===== src/rtl/fanout_fork_fifo.sv =====
// Buffered eager fork: one upstream stream into a small FIFO, head word broadcast to the
// destinations enabled in dest_en; the head pops once every enabled destination has taken it.
module fanout_fork_fifo #(
   parameter int unsigned NUM_OUT    = 6,
   parameter int unsigned DATA_WIDTH = 16,
   parameter int unsigned DEPTH      = 2
) (
   input  logic                  CLK,
   input  logic                  ASYNCRESET,
   input  logic                  flush,
   input  logic [NUM_OUT-1:0]    dest_en,
   input  logic [DATA_WIDTH-1:0] in_data,
   input  logic                  in_valid,
   output logic                  in_ready,
   output logic [DATA_WIDTH-1:0] out_data,
   output logic [NUM_OUT-1:0]    out_valid,
   input  logic [NUM_OUT-1:0]    out_ready
);

   localparam int unsigned PTR_W = (DEPTH > 1) ? $clog2(DEPTH) : 1;
   localparam int unsigned CNT_W = $clog2(DEPTH + 1);
   localparam logic [CNT_W-1:0] FULL_CNT = CNT_W'(DEPTH);

   logic [DATA_WIDTH-1:0] mem_q [DEPTH];

   logic [CNT_W-1:0]   count_q, count_d;
   logic [PTR_W-1:0]   wr_ptr_q, wr_ptr_d;
   logic [PTR_W-1:0]   rd_ptr_q, rd_ptr_d;
   logic [NUM_OUT-1:0] taken_q, taken_d;

   logic               not_empty;
   logic               push;
   logic               pop;
   logic [NUM_OUT-1:0] fire;
   logic [NUM_OUT-1:0] done;

   assign not_empty = (count_q != '0);
   assign in_ready  = (count_q != FULL_CNT);
   assign push      = in_valid & in_ready;

   assign out_valid = {NUM_OUT{not_empty}} & dest_en & ~taken_q;
   assign fire      = out_valid & out_ready;
   // A destination is complete if disabled, already served, or taking the word this cycle.
   assign done      = ~dest_en | taken_q | out_ready;
   assign pop       = not_empty & (&done);

   assign out_data  = not_empty ? mem_q[rd_ptr_q] : '0;

   always_comb begin
      count_d  = count_q;
      wr_ptr_d = wr_ptr_q;
      rd_ptr_d = rd_ptr_q;
      taken_d  = taken_q;
      if (flush) begin
         count_d  = '0;
         wr_ptr_d = '0;
         rd_ptr_d = '0;
         taken_d  = '0;
      end else begin
         count_d = count_q + CNT_W'(push) - CNT_W'(pop);
         if (push) begin
            wr_ptr_d = wr_ptr_q + PTR_W'(1);
         end
         if (pop) begin
            rd_ptr_d = rd_ptr_q + PTR_W'(1);
            taken_d  = '0;
         end else begin
            taken_d = taken_q | fire;
         end
      end
   end

   always_ff @(posedge CLK or posedge ASYNCRESET) begin
      if (ASYNCRESET) begin
         count_q  <= '0;
         wr_ptr_q <= '0;
         rd_ptr_q <= '0;
         taken_q  <= '0;
      end else begin
         count_q  <= count_d;
         wr_ptr_q <= wr_ptr_d;
         rd_ptr_q <= rd_ptr_d;
         taken_q  <= taken_d;
      end
   end

   // Storage is not reset; out_data is masked to zero while empty.
   always_ff @(posedge CLK) begin
      if (push && !flush) begin
         mem_q[wr_ptr_q] <= in_data;
      end
   end

endmodule


===== config.mk =====
export PLATFORM = sky130hd
export DESIGN_NAME = fanout_fork_fifo
export DESIGN_NICKNAME = d
export VERILOG_FILES = /design/src/rtl/fanout_fork_fifo.sv
export SDC_FILE = /design/constraint.sdc
export NUM_CORES = 1
export LEC_CHECK = 0
export CAP_MARGIN = 20
export CORE_ASPECT_RATIO = 1.75
export CORE_MARGIN = 2
export CORE_UTILIZATION = 41
export DETAILED_ROUTE_END_ITERATION = 10
export PLACE_DENSITY = 0.82
export SETUP_SLACK_MARGIN = 0.2
export SLEW_MARGIN = 0
export SYNTH_ARGS = -nofsm -noshare
export SYNTH_HDL_FRONTEND = slang
export SYNTH_SLANG_ARGS = --single-unit
export TNS_END_PERCENT = 30

===== constraint.sdc =====
create_clock -name CLK -period 2.52 [get_ports CLK]
set_input_delay 0.252 -clock CLK [delete_from_list [all_inputs] [get_ports CLK]]
set_output_delay 0.252 -clock CLK [all_outputs]
set_load 0.02 [all_outputs]

==> flow_summary.toml <==
[sta]
max_slew_margin_pct = 67.83
finalSetupTns_ns = 0
finClkSkew_ns = 0.004037
min_period_ns = 2.080
fin_ws_ns = 0.4405
hold_viol = 0
worst_slew_pin_slew_ns = 0.4810
period_share_pct = 82.52
fmaxAchievable_mhz = 480.9
setup_viol = 0
final_max_slew_viol_count = 0
rsz0062_at_grt = "no"

[power_and_ir_drop]
sw_frac_of_total_pct = 36.26
power_frac_clock_pct = 16.8
leakagePower_nw = 0.8941
p_sw_w = 0.0008742
seqPwrFrac_pct = 37.3
p_int_w = 0.001536
p_comb_share_pct = 45.8
ir_drop_v = 0.0007696
p_per_area_mw_per_mm2 = 974.5

[grt]
grt_first_pass_wirelength_mm = 5.575
grt_pass1_vias = 1245
grt_overflow = 0
grtUsageTotal_pct = 15.43
antenna_found_initial = 0
grt_max_degree = 19

[detailed_routing]
drt_iter0_drc = 33
dr.pass1.iters = 4
ant_nets = 0
num_vias = 1210
wirelength_mm = 3.411
via_per_inst = 5.000
route.detailed.drc = 0
post_drt_wl_per_cell_microns = 14.10

[logic_synthesis]
synthCells = 133
synth_top_area_share_pct = 53.89
async_flop_share_pct = 23.81
ys_top_cells_by_area = "edfxtp_1, dfrtp_1, mux2i_1, nor2_1, a31oi_1"
synth_most_common_cell = "edfxtp_1"
yosysTopAreaCell = "edfxtp_1"
yosysWarningCount = 0
synth_edf_count = 32
synthDistinctLibCells = 26
netlist_top_cells_count = "edfxtp_1, nor2_1, mux2i_1"
dominantRegCellSynth = "edfxtp_1"
synth_area_per_cell_sq_um = 13.41
syn_nets = 167
synth.yosys.seq_area_share_pct = 67.93
yosys_register_bits = 42
netlist_area_sq_mm = 0.001783

[floorplanning]
placementRows = 31
die-area_sq_mm = 0.004913
die_w_microns = 53.85
die_h_microns = 91.24
core-area_sq_mm = 0.004150
ioPinCount = 55
initial_utilization_pct = 42.96

[final_layout]
fill_cells = 342
layout-drive-gt1-share_pct = 8.808
fin_util_pct = 59.60
nets = 226
instances_no_fill = 242
syn_to_final_growth_pct = 38.74
num_antenna_cells = 0

[min_path]
hold_class = "input port to asynchronous set/reset pin"

[critical_path]
worst_setup_path_start_kind = "flop"
slowest_stage = "clkdlybuf4s50_1"
worstSetupPathType = "flop to output port"
required_ns = 2.27
end_kind = "output port"
critPathMaxStageDelay_ns = 0.54
path_cells = "or2_2 > nand2_1 > nor2_1 > clkdlybuf4s50_1"
crit_fanout = 12
arrival_ns = 1.83

[clock_tree]
cts_resized = 0
clockBufferDepth = 2
h-tree-depth = 2
cts_tree = "built"
cts_setup_buffers = 0
cts_buffers = 5
hold_buffers = 0
cts-root-buf = "clkbuf_8"
clk_latency_ns = 0.28
clock-sinks = 42
clkTransAtPathRegs_ns = 0.08

[placement]
pre_cts_ws_ns = 0.3751
gp_congestion = 0.7127
numPortBuffers = 54
dpl.cell_count = 234
hpwl_mm = 2.441

[outcome]
status = "finished clean"

[run]
maxCapViolCount = 0
[metrics by stage]
| stage | cell area, sq um | hold slack [ns] | total power, W |
|---|---|---|---|
| global route | 2474 | 0.2799 | 0.002560 |
| finish | 2474 | 0.2380 | 0.002411 |
| detailed placement | 2389 | 0.5534 | 0.002029 |
| floorplan | 1788 | 0.09218 | 0.001551 |
| CTS | 2474 | 0.2362 | 0.002452 |
| global placement | 2389 | 0.5527 | 0.002021 |
[power groups by stage]
stage,registers (W),logic (W),clock network [W]
final,0.000900,0.00111,0.000406
after global routing,0.000911,0.00120,0.000450
after global placement,0.000911,0.00111,0
after floorplan,0.000905,0.000645,0
after detailed placement,0.000915,0.00111,0
after CTS,0.000900,0.00113,0.000425
[flip-flops by register name, summed over array words and instances, names as in the netlist]
register / count
count_q: 2
mem_q: 32
wr_ptr_q: 1
rd_ptr_q: 1
taken_q: 6
[placed cells by master (no fill, tap or decap), types with 2 or more instances in the layout]
| cell | instances |
|---|---|
| mux2i_1 | 16 |
| dfrtp_1 | 10 |
| nor3b_1 | 4 |
| clkdlybuf4s50_1 | 54 |
| inv_1 | 2 |
| clkbuf_8 | 5 |
| edfxtp_1 | 32 |
| a31oi_1 | 6 |
| buf_4 | 4 |
| nand2_1 | 7 |
| xor2_1 | 2 |
| nor2_1 | 27 |
| nor3_1 | 6 |
| ha_1 | 2 |
[path summary, 6_finish.rpt]
kind	cells after the start	end	slack [ns]	from
worst max-delay path	4	out_valid[4]	0.44	count_q[1]
worst min-delay path	2	taken_q[1]	0.24	ASYNCRESET
worst max register to register	8	count_q[1]	0.60	count_q[1]
worst min register to register	2	taken_q[2]	0.58	taken_q[2]
max in group asynchronous	2	rd_ptr_q	2.00	ASYNCRESET
min in group CLK	1	mem_q[0][14]	0.54	in_data[14]
[logic make-up after synthesis]
kind of cell	Yosys count	synth area share, %
buf+inv	8	2.457
compound gates	8	3.088
fa+ha+maj	2	1.403
xor+xnor	3	1.474
flops	42	67.93
mux	16	8.982
simple gates	54	14.67
[worst max-delay path: cells and delay by family (launching register included)]
family | cells | cell delay (ns)
AND/OR/NAND/NOR | 3 | 0.57
buffers and inverters | 1 | 0.54
flip-flops | 1 | 0.44
[area by class of cell]
type | count | area (sq um) | share of cell area, %
Sequential cell | 42 | 1211 | 48.96
Multi-Input combinational cell | 83 | 538.0 | 21.75
Tap cell | 49 | 61.31 | 2.479
Clock inverter | 3 | 16.27 | 0.6576
Timing Repair Buffer | 58 | 570.5 | 23.07
Clock buffer | 5 | 68.82 | 2.782
Inverter | 2 | 7.507 | 0.3035
[metal layers]
| layer | part of all wire [%] | GRT usage, % | vias up | routed length [microns] |
|---|---|---|---|---|
| met5 | 0 | 0 | - | 0 |
| met4 | 0.85 | 3.846 | 0 | 29 |
| met3 | 7.5 | 4.441 | 3 | 255 |
| met2 | 54 | 27.24 | 52 | 1838 |
| met1 | 38 | 17.31 | 565 | 1288 |
| li1 | - | - | 590 | - |
Note: power is estimated with default switching activity, not from simulation.
